## config.mk

```make
export PLATFORM = sky130hd
export DESIGN_NAME = bicubic_tap_sequencer_flat
export DESIGN_NICKNAME = d
export VERILOG_FILES = /design/src/rtl/bicubic_tap_sequencer_pkg.sv /design/src/rtl/bicubic_tap_sequencer_if.sv /design/src/rtl/bicubic_tap_sequencer_mult.sv /design/src/rtl/bicubic_tap_sequencer.sv /design/src/flat_wrapper.sv
export SDC_FILE = /design/constraint.sdc
export NUM_CORES = 1
export LEC_CHECK = 0
export ABC_AREA = 1
export CAP_MARGIN = 15
export CORE_ASPECT_RATIO = 0.5
export CORE_MARGIN = 5
export CORE_UTILIZATION = 58
export DETAILED_ROUTE_END_ITERATION = 6
export GPL_TIMING_DRIVEN = 0
export PLACE_DENSITY = 0.81
export SYNTH_ARGS = -nofsm -noshare
export SYNTH_HDL_FRONTEND = slang
export SYNTH_HIERARCHICAL = 1
export SYNTH_SLANG_ARGS = --single-unit
```

## constraint.sdc

```tcl
create_clock -name clk -period 9.2 [get_ports clk]
set_clock_uncertainty 0.2 [all_clocks]
set_input_delay 1.84 -clock clk [delete_from_list [all_inputs] [get_ports clk]]
set_output_delay 1.84 -clock clk [all_outputs]
set_load 0.02 [all_outputs]
```

## src/rtl/bicubic_tap_sequencer_pkg.sv

```systemverilog
// Shared constants, state encoding and helpers for the bicubic tap sequencer.
// Weight codes select fixed kernel weights; the clamp maps the accumulator to a pixel.
package bicubic_pkg;

  localparam int NTAPS = 4;
  localparam int PIX_W = 8;
  localparam int ACC_W = 11;

  localparam logic [2:0] W_1P5  = 3'd0;
  localparam logic [2:0] W_8P5  = 3'd1;
  localparam logic [2:0] W_9    = 3'd2;
  localparam logic [2:0] W_14   = 3'd3;
  localparam logic [2:0] W_14P5 = 3'd4;
  localparam logic [2:0] W_54P5 = 3'd5;
  localparam logic [2:0] W_96   = 3'd6;
  localparam logic [2:0] W_124  = 3'd7;

  typedef enum logic [1:0] {
    IDLE = 2'd0,
    MAC  = 2'd1,
    OUT  = 2'd2
  } state_e;

  // Weights are in 1/128 steps with half-step entries, so return them in 1/256 units.
  function automatic logic [7:0] weight_x256(input logic [2:0] code);
    case (code)
      W_1P5:   weight_x256 = 8'd3;
      W_8P5:   weight_x256 = 8'd17;
      W_9:     weight_x256 = 8'd18;
      W_14:    weight_x256 = 8'd28;
      W_14P5:  weight_x256 = 8'd29;
      W_54P5:  weight_x256 = 8'd109;
      W_96:    weight_x256 = 8'd192;
      default: weight_x256 = 8'd248;
    endcase
  endfunction

  function automatic logic [PIX_W-1:0] clamp_pix(input logic signed [ACC_W-1:0] a);
    if (a[ACC_W-1])
      clamp_pix = '0;
    else if (|a[ACC_W-2:PIX_W])
      clamp_pix = '1;
    else
      clamp_pix = a[PIX_W-1:0];
  endfunction

endpackage

```

## src/rtl/bicubic_tap_sequencer_if.sv

```systemverilog
// Job input and pixel output handshake bundle of the bicubic tap sequencer.
interface bicubic_tap_sequencer_if;
  import bicubic_pkg::*;

  logic                   in_valid;
  logic                   in_ready;
  logic [NTAPS*PIX_W-1:0] in_pix;
  logic [NTAPS*3-1:0]     in_wcode;
  logic [NTAPS-1:0]       in_wsign;
  logic                   out_valid;
  logic                   out_ready;
  logic [PIX_W-1:0]       out_pixel;

  modport slave (
    input  in_valid, in_pix, in_wcode, in_wsign, out_ready,
    output in_ready, out_valid, out_pixel
  );

  modport master (
    output in_valid, in_pix, in_wcode, in_wsign, out_ready,
    input  in_ready, out_valid, out_pixel
  );

endinterface

```

## src/rtl/bicubic_tap_sequencer_mult.sv

```systemverilog
// Signed-magnitude pixel-by-weight multiplier; product truncated to 8 bits.
// A zero product is always reported as positive.
module bicubic_mult
  import bicubic_pkg::*;
(
  input  logic [PIX_W-1:0] pixel_i,
  input  logic [2:0]       wcode_i,
  input  logic             wsign_i,
  input  logic             pixel_sign_i,
  output logic [PIX_W-1:0] prod_mag_o,
  output logic             prod_sign_o
);

  logic [2*PIX_W-1:0] full;

  assign full        = {{PIX_W{1'b0}}, pixel_i} * {{PIX_W{1'b0}}, weight_x256(wcode_i)};
  assign prod_mag_o  = PIX_W'(full >> 8);
  assign prod_sign_o = (wsign_i ^ pixel_sign_i) & (|prod_mag_o);

endmodule

```

## src/rtl/bicubic_tap_sequencer.sv

```systemverilog
// Sequences the four taps of one bicubic job through a single multiplier,
// accumulating signed products and returning one clamped output pixel.
module bicubic_tap_sequencer
  import bicubic_pkg::*;
(
  input  logic                      clk,
  input  logic                      rst,
  bicubic_tap_sequencer_if.slave    bus
);

  state_e                   state_q, state_d;
  logic [1:0]               tap_q, tap_d;
  logic signed [ACC_W-1:0]  acc_q, acc_d, acc_sum;
  logic [NTAPS*PIX_W-1:0]   pix_q, pix_d;
  logic [NTAPS*3-1:0]       wcode_q, wcode_d;
  logic [NTAPS-1:0]         wsign_q, wsign_d;
  logic [PIX_W-1:0]         out_pixel_q, out_pixel_d;
  logic                     in_ready, out_valid, load;

  logic [PIX_W-1:0]         pix_tap   [NTAPS];
  logic [2:0]               wcode_tap [NTAPS];
  logic [PIX_W-1:0]         sel_pix, prod_mag;
  logic [2:0]               sel_wcode;
  logic                     sel_wsign, prod_sign;

  generate
    for (genvar gi = 0; gi < NTAPS; gi++) begin : g_tap
      assign pix_tap[gi]   = pix_q[gi*PIX_W +: PIX_W];
      assign wcode_tap[gi] = wcode_q[gi*3 +: 3];
    end
  endgenerate

  assign sel_pix   = pix_tap[tap_q];
  assign sel_wcode = wcode_tap[tap_q];
  assign sel_wsign = wsign_q[tap_q];

  bicubic_mult u_mult (
    .pixel_i      (sel_pix),
    .wcode_i      (sel_wcode),
    .wsign_i      (sel_wsign),
    .pixel_sign_i (1'b0),
    .prod_mag_o   (prod_mag),
    .prod_sign_o  (prod_sign)
  );

  assign acc_sum = prod_sign ? acc_q - $signed({3'b000, prod_mag})
                             : acc_q + $signed({3'b000, prod_mag});

  always_comb begin
    state_d     = state_q;
    tap_d       = tap_q;
    acc_d       = acc_q;
    pix_d       = pix_q;
    wcode_d     = wcode_q;
    wsign_d     = wsign_q;
    out_pixel_d = out_pixel_q;
    in_ready    = 1'b0;
    out_valid   = 1'b0;
    load        = 1'b0;

    case (state_q)
      IDLE: begin
        in_ready = 1'b1;
        load     = bus.in_valid;
      end
      MAC: begin
        acc_d = acc_sum;
        tap_d = tap_q + 2'd1;
        // The last tap's product is folded in before clamping, not after.
        if (tap_q == 2'(NTAPS-1)) begin
          state_d     = OUT;
          out_pixel_d = clamp_pix(acc_sum);
        end
      end
      OUT: begin
        out_valid = 1'b1;
        in_ready  = bus.out_ready;
        if (bus.out_ready) begin
          load    = bus.in_valid;
          state_d = IDLE;
        end
      end
      default: state_d = IDLE;
    endcase

    if (load) begin
      state_d = MAC;
      tap_d   = 2'd0;
      acc_d   = '0;
      pix_d   = bus.in_pix;
      wcode_d = bus.in_wcode;
      wsign_d = bus.in_wsign;
    end
  end

  always_ff @(posedge clk) begin
    if (rst) begin
      state_q     <= IDLE;
      tap_q       <= '0;
      acc_q       <= '0;
      pix_q       <= '0;
      wcode_q     <= '0;
      wsign_q     <= '0;
      out_pixel_q <= '0;
    end else begin
      state_q     <= state_d;
      tap_q       <= tap_d;
      acc_q       <= acc_d;
      pix_q       <= pix_d;
      wcode_q     <= wcode_d;
      wsign_q     <= wsign_d;
      out_pixel_q <= out_pixel_d;
    end
  end

  assign bus.in_ready  = in_ready;
  assign bus.out_valid = out_valid;
  assign bus.out_pixel = out_pixel_q;

endmodule

```

## src/flat_wrapper.sv

```systemverilog
// flat-port wrapper written by rule: the top's interface ports become plain ports
module bicubic_tap_sequencer_flat import bicubic_pkg::*;
  (clk, rst, bus_in_valid, bus_in_pix, bus_in_wcode, bus_in_wsign, bus_out_ready, bus_in_ready, bus_out_valid, bus_out_pixel);
  bicubic_tap_sequencer_if bus_i ();
  input  logic clk;
  input  logic rst;
  input wire logic [$bits(bus_i.in_valid)-1:0] bus_in_valid;
  input wire logic [$bits(bus_i.in_pix)-1:0] bus_in_pix;
  input wire logic [$bits(bus_i.in_wcode)-1:0] bus_in_wcode;
  input wire logic [$bits(bus_i.in_wsign)-1:0] bus_in_wsign;
  input wire logic [$bits(bus_i.out_ready)-1:0] bus_out_ready;
  output wire logic [$bits(bus_i.in_ready)-1:0] bus_in_ready;
  output wire logic [$bits(bus_i.out_valid)-1:0] bus_out_valid;
  output wire logic [$bits(bus_i.out_pixel)-1:0] bus_out_pixel;
  assign bus_i.in_valid = bus_in_valid;
  assign bus_i.in_pix = bus_in_pix;
  assign bus_i.in_wcode = bus_in_wcode;
  assign bus_i.in_wsign = bus_in_wsign;
  assign bus_i.out_ready = bus_out_ready;
  assign bus_in_ready = bus_i.in_ready;
  assign bus_out_valid = bus_i.out_valid;
  assign bus_out_pixel = bus_i.out_pixel;
  bicubic_tap_sequencer u_core (.clk(clk), .rst(rst), .bus(bus_i));
endmodule
```

Word level (Yosys, flattened, before mapping). Cells that the tools add are included.

$add $sub $neg: 3. $mul: 1. $lt $le $gt $ge: 2. Equal/unequal tests: 14. Muxes and demuxes: 20. Bitwise operators: 3. Reductions and logical operators: 8.

Operators by type and width (count): case mux 8 bit (7 select lines) (1); two-way mux 8 bit (4); binary-select mux 8 bit (select 2 bit) (1); multiplier 8 x 8 -> 16 bit (1); adder 11 x 9 -> 11 bit (1); two-way mux 11 bit (1); subtractor 11 x 9 -> 11 bit (1); == test 3 bit (second input constant) (3); OR reduction 8 bit (1); binary-select mux 3 bit (select 2 bit) (1); == test 3 x 2 -> 1 bit (second input constant) (2); two-way mux 3 bit (2); case mux 2 bit (3 select lines) (1); AND reduction 3 bit (2); == test 2 bit (second input constant) (2); two-way mux 1 bit (4); two-way mux 2 bit (2); inequality test 2 x 1 -> 1 bit (second input constant) (2); case mux 1 bit (2 select lines) (2); OR reduction 2 bit (2); == test 3 x 1 -> 1 bit (second input constant) (1); greater-or-equal comparator 3 bit (second input constant) (1); zero test 3 bit (1); < comparator 2 x 3 -> 1 bit (second input constant) (1); 11 further kinds (11).

Register bits after elaboration: 71. Output and inout bits: 10.

Depth between registers and ports, before layout. Gate-level depths: netlist of run 1.

Word-level depth: 13. Gate-level depth with buffers: 47.

By module. Netlist of run 1, hierarchy kept.

Modules (own cells, without submodules): bicubic_tap_sequencer (times used 1, cells an instance 559, area each 3816.2 µm², sequential area each 1421.4 µm²); bicubic_mult (times used 1, cells an instance 319, area each 2158.3 µm², sequential area each 0.0 µm²).

Least setup slack after synthesis of run 1. OpenSTA, ideal clock, no wires.

Kind: flip-flop to flip-flop. Start point: register u_core.tap_q[0]. End point: register u_core.out_pixel_q[2] (netlist: u_core/bus.out_pixel[2]). Library setup time: 0.136 ns. Data arrival time: 6.830 ns. Data required time: 8.864 ns. Slack: 2.033 ns. Cell stages (with the launch flop): 44. Clock period less this slack: 7.167 ns. Cell sequence: dfxtp_1 -> inv_1 -> buf_1 -> nor2_1 -> o22ai_1 -> buf_2 -> nor2_1 -> nor2_1 -> o21ai_0 -> nand2_1 -> nor2_1 -> fa_1 -> fa_1 -> fa_1 -> inv_1 -> fa_1 -> inv_1 -> ha_1 -> [8 not listed] -> nor2_1 -> inv_1 -> nand2_1 -> xor2_1 -> inv_1 -> ha_1 -> nand2_1 -> inv_2 -> nand2_1 -> nand2_1 -> nand2_1 -> nand2_1 -> nor2_1 -> nand2_2 -> nand2_4 -> nor2_8 -> nand2_1 -> a21oi_2.

Word-level cells in the longest chain between the ends: 13.

Ends and longest elaborated chain: start: declaration (RTL line bicubic_tap_sequencer.sv:12) `logic [1:0] tap_q, tap_d;`; start signal: assignment (RTL line bicubic_tap_sequencer.sv:107) `tap_q <= tap_d;`; NOT 2 -> 3 bit (implied by the code) * (RTL line bicubic_tap_sequencer.sv:34) `assign sel_wcode = wcode_tap[tap_q];`; binary-select mux 3 bit (select 2 bit) * (RTL line bicubic_tap_sequencer.sv:34); two-way mux 3 bit (implied by the code) * (2 in a row) (RTL line bicubic_tap_sequencer.sv:34); net u_core.sel_wcode[1] (RTL line bicubic_tap_sequencer.sv:23) `logic [2:0] sel_wcode;`; == test 3 bit, or another cell as far along (RTL line bicubic_tap_sequencer_pkg.sv:26) `case (code)`; case mux 8 bit (7 select lines) * (RTL line bicubic_tap_sequencer_pkg.sv:26); multiplier 8 x 8 -> 16 bit * (RTL line bicubic_tap_sequencer_mult.sv:16) `assign full = {{PIX_W{1'b0}}, pixel_i} * {{PIX_W{1'b0}}, weight_x256(wcode_i)};`; net u_core.prod_mag[5] (RTL line bicubic_tap_sequencer.sv:22) `logic [PIX_W-1:0] sel_pix, prod_mag;`; OR reduction 8 bit * (RTL line bicubic_tap_sequencer_mult.sv:18) `assign prod_sign_o = (wsign_i ^ pixel_sign_i) & (|prod_mag_o);`; AND 1 bit * (RTL line bicubic_tap_sequencer_mult.sv:18); net u_core.prod_sign (RTL line bicubic_tap_sequencer.sv:24) `logic sel_wsign, prod_sign;`; two-way mux 11 bit * (RTL line bicubic_tap_sequencer.sv:46) `assign acc_sum = prod_sign ? acc_q - $signed({3'b000, prod_mag})`; OR reduction 2 bit (RTL line bicubic_tap_sequencer_pkg.sv:41) `else if (|a[ACC_W-2:PIX_W])`; two-way mux 8 bit (RTL line bicubic_tap_sequencer_pkg.sv:41); two-way mux 8 bit * (RTL line bicubic_tap_sequencer_pkg.sv:39) `if (a[ACC_W-1])`; end signal: assignment (RTL line bicubic_tap_sequencer.sv:112) `out_pixel_q <= out_pixel_d;`; end: declaration (RTL line bicubic_tap_sequencer.sv:17) `logic [PIX_W-1:0] out_pixel_q, out_pixel_d;`.

The timed path passes the listed nets; every way through them passes the cells marked *. The select of a mux whose other input is x is not followed. A chain may end at the register's enable or synchronous reset.

Final worst setup path of run 1.
Start point: register u_core.tap_q[0]. End point: register u_core.out_pixel_q[3] (netlist: u_core/bus.out_pixel[3]).

The elaborated chain is that of the path after synthesis.

==> PnR_summary.wiki, run 1 <==
{| class="wikitable"
! Metric !! Value
|-
| Smallest hold slack || ~0.26 ns
|-
| Number of placement rows || 26
|-
| Required time of the worst setup path || between 9 and 10 ns
|-
| Via count || approximately 6000
|-
| Clock sinks || roughly 70
|-
| Top_reg_cell synth || dfxtp_1
|-
| Critical path capture point type || flop
|-
| Clock Latency Late Sink || 0.34 ns
|-
| Final sum of negative setup slack || 0 ns
|-
| Leakage power figure || 3.37 nW
|-
| Maximum achievable frequency || 119 MHz
|-
| GRT overflow || 0
|-
| Dominant cell type by count on the critical path || nand2_1
|-
| Area added between synthesis and finish || 18.4%
|-
| Status || finished clean
|-
| Number of I/O port buffers || 61
|-
| Syn Std Cell Area || approximately 0.006 mm^2
|-
| Clock tree from TritonCTS || built
|-
| Cells after Synth || between 800 and 900
|-
| Dominant cells by area after synthesis || dfxtp_1 (24%), fa_1 (12%), nand2_1 (12%)
|-
| Overall Global Routing Usage || 0.267
|-
| Non-filler cells, final || roughly 1100
|-
| Share of final-layout standard cells stronger than drive strength 1 || 0.0702
|-
| Per-instance average area after synthesis || approximately 6.8 um^2
|-
| Max stage delay on crit path || 0.55 ns
|-
| Mux cell area share after synthesis || 0
|-
| Routability-driven placement congestion ratio || slightly above 0.9
|-
| Wirelength per Cell || around 15 um
|-
| Number of storage elements in the synthesis netlist || between 70 and 80
|-
| Main combinational cell family by area after synthesis || simple AND/OR/NAND/NOR gates
|-
| Adder-Cell Fraction of Synth Area || 0.215
|-
| RSZ-0062 raised after global routing || no
|-
| Total CTS buffers || 9
|-
| Starting utilization of the core area || 0.591
|-
| Top fanout value on the critical path || 10
|-
| Number of diodes || 0
|-
| Final Power || between 1.5 and 2 mW
|-
| Share of synthesized registers carrying an async set or reset || 0
|-
| Post-Place Cells || about 1100
|-
| Finish-stage setup viols || 0
|-
| Post-route clock period utilization || 0.915
|-
| Number of enable-type register cells in the synthesized netlist || 0
|-
| Number of DRC markers in iteration 0 || around 510
|-
| Boundary Pins || 62
|-
| CTS max path bufs || 2
|-
| First-pass GRT wire length || 27000 um
|-
| Number of slew-limit violations in the final report || 0
|-
| Simple-Gate Fraction of Synth Area || 0.300
|-
| Number of distinct library cell variants in the gate-level netlist after synthesis || 35
|-
| Worst-case headroom to the max-slew limit || 0.547
|-
| Number of global-route vias before repair || a little under 6000
|-
| NumNets Final || about 1100
|-
| Proportion of synthesized chip area in sequential cells || 0.238
|-
| Number of iterations in the first detailed-routing pass || 5
|-
| CP Data Arrival Time || 8.42 ns
|-
| Total nets after synthesis || between 1000 and 1500
|-
| Depth of the most critical reg-to-reg path || 38
|-
| Hold-critical path depth || 2
|-
| Post-detailed-route via-to-cell ratio || around 5.5
|-
| Floorplan Core Area || around 0.010 mm^2
|-
| Crit path max-delay cell type || fa_1
|-
| Buffers inserted during post-CTS setup optimization || 0
|-
| Largest net degree at the start of global routing || 17
|-
| Min Tclk post-route || around 8.4 ns
|-
| Fraction of the mapped netlist area in compound gates || 0.130
|-
| Chip height || 81.8 um
|-
| DRC violations left || 0
|-
| Crit path launch type || flop
|-
| Tightest Pin Transition || 0.679 ns
|-
| Remaining number of nets flagged by the antenna check after routing || 0
|-
| Clk slew on worst S/H paths || approximately 0.07 ns
|-
| Final Hold Violating Endpoints || 0
|-
| Cell type with the highest aggregate area in the netlist || dfxtp_1
|-
| Maximum Capacitance Violations || 0
|-
| Final WL || between 15000 and 20000 um
|-
| Share of the synthesized netlist area taken by xor and xnor gates || 0.0161
|-
| Synth warn || 6
|-
| Kind of critical path || flop to flop
|-
| Floorplan die area || approximately 0.013 mm^2
|-
| Clock Root Buffer || clkbuf_16
|-
| Hpwl dp || about 13000 um
|-
| Share of the synthesized area in the top cell type || 0.238
|-
| P per Cell Area || 216 mW/mm^2
|-
| Peak supply drop || around 190 uV
|-
| Die outline width || ~150 um
|-
| Initial antenna violation count || 0
|-
| Type of the worst min-delay path || flop to flop
|-
| Count of H-tree levels built during CTS || 3
|}
==> cells in the final DEF, fill, tap and decap left out, types with 2 or more instances in the layout <==
master	count
clkdlybuf4s50_1	61
clkinv_1	2
buf_1	3
inv_8	3
buf_2	8
nor3_1	5
or2_2	3
ha_1	45
nand2_4	2
and2_1	2
nand3_2	2
nand3b_1	3
clkbuf_1	16
nor2_2	4
xor2_1	6
o21ai_0	34
inv_2	6
o211ai_1	7
inv_1	119
fa_1	36
nor2_1	105
nand2_2	8
o22ai_2	2
nand2_1	191
nand3_1	87
xnor2_1	5
clkbuf_16	9
inv_6	3
o21bai_1	2
a21oi_1	75
dfxtp_1	71
o22ai_1	10
a21oi_2	9
clkbuf_2	3
==> kinds of logic after synthesis <==
kind of cell | after synthesis
AO/OA/AOI/OAI | 141
flip-flops | 71
adder cells (fa/ha/maj) | 81
XOR/XNOR | 11
other | 1
buffers and inverters | 157
AND/OR/NAND/NOR | 416
==> where the power goes <==
group          switching [mW]  internal [mW]  total [mW]
clock                   0.147          0.191       0.338
sequential             0.0140          0.328       0.342
combinational           0.551          0.298       0.849
total                   0.712          0.818        1.53
==> worst max-delay path: cells and delay by family, from the launching register on <==
| kind | cells | cell delay (ns) |
|---|---|---|
| AO/OA/AOI/OAI | 8 | 1.39 |
| XOR/XNOR | 1 | 0.23 |
| adder cells (fa/ha/maj) | 6 | 2.67 |
| buffers and inverters | 6 | 0.96 |
| flip-flops | 1 | 0.54 |
| AND/OR/NAND/NOR | 17 | 2.26 |
==> cells in the mapped netlist, types with 2 or more instances <==
cell / number
nand3_1: 87
inv_1: 119
fa_1: 36
inv_2: 6
nand2_4: 2
xnor2_1: 5
buf_2: 8
or2_2: 3
o211ai_1: 7
nand2_1: 191
nand3_2: 2
nand3b_1: 3
nor3_1: 5
clkbuf_1: 18
nor2_2: 3
o21bai_1: 2
and2_1: 2
o22ai_1: 12
dfxtp_1: 71
a21oi_2: 9
buf_1: 4
ha_1: 45
nor2_1: 106
clkinv_1: 2
a21oi_1: 75
o21ai_0: 34
xor2_1: 6
nand2_2: 8
==> final timing paths <==
check,from,end,slack [ns]
min,u_core/wsign_q[0],u_core/wsign_q[0],0.26
max,u_core/tap_q[0],u_core/bus.out_pixel[3],0.78
min reg2reg,u_core/wsign_q[0],u_core/wsign_q[0],0.26
max reg2reg,u_core/tap_q[0],u_core/bus.out_pixel[3],0.78
==> timing repair <==
item | CTS | global route
setup endpoints to repair | 0 | 13
hold endpoints to repair | 0 | 0
hold buffers | 0 | 0
gates resized for setup | 0 | 9
==> final cells by class <==
cell class              instances  area (um^2)
multi-input cells             650         3970
fillers                       845         3040
flip-flops and latches         71         1420
repair buffers                 61          611
inverters                     127          477
clock buffers                   9          225
well taps                     140          175
plain buffers                  30          126
clock inverters                 7         67.6
==> layer usage <==
layer,vias up,global-route usage,share of wire
met2,184,0.457,0.46
met4,0,0.0661,0.018
met1,2795,0.349,0.46
li1,2956,-,-
met3,33,0.0584,0.063
met5,-,0,0
==> through the flow <==
step,util,cell area (um^2),worst slack [ns]
2_1_floorplan,-,5970,2.03
3_3_place_gp,0.668,6760,0.630
3_5_place_dp,0.668,6760,0.513
4_1_cts,0.697,7050,0.458
5_1_grt,0.699,7080,0.131
6_report,0.699,7080,0.782
==> state kept, by name, indices dropped and copies added, names as in the netlist <==
register / cells
u_core/pix_q: 32
u_core/wcode_q: 12
u_core/acc_q: 11
u_core/bus.out_pixel: 8
u_core/wsign_q: 4
u_core/state_q: 2
u_core/tap_q: 2
Note: power is estimated with default switching activity, not from simulation.
==> run 2, diff against run 1 <==
- CAP_MARGIN: 15 -> 5
==> results of run 2 <==
The final DEF is identical to that of run 1; final timing and power are the same.
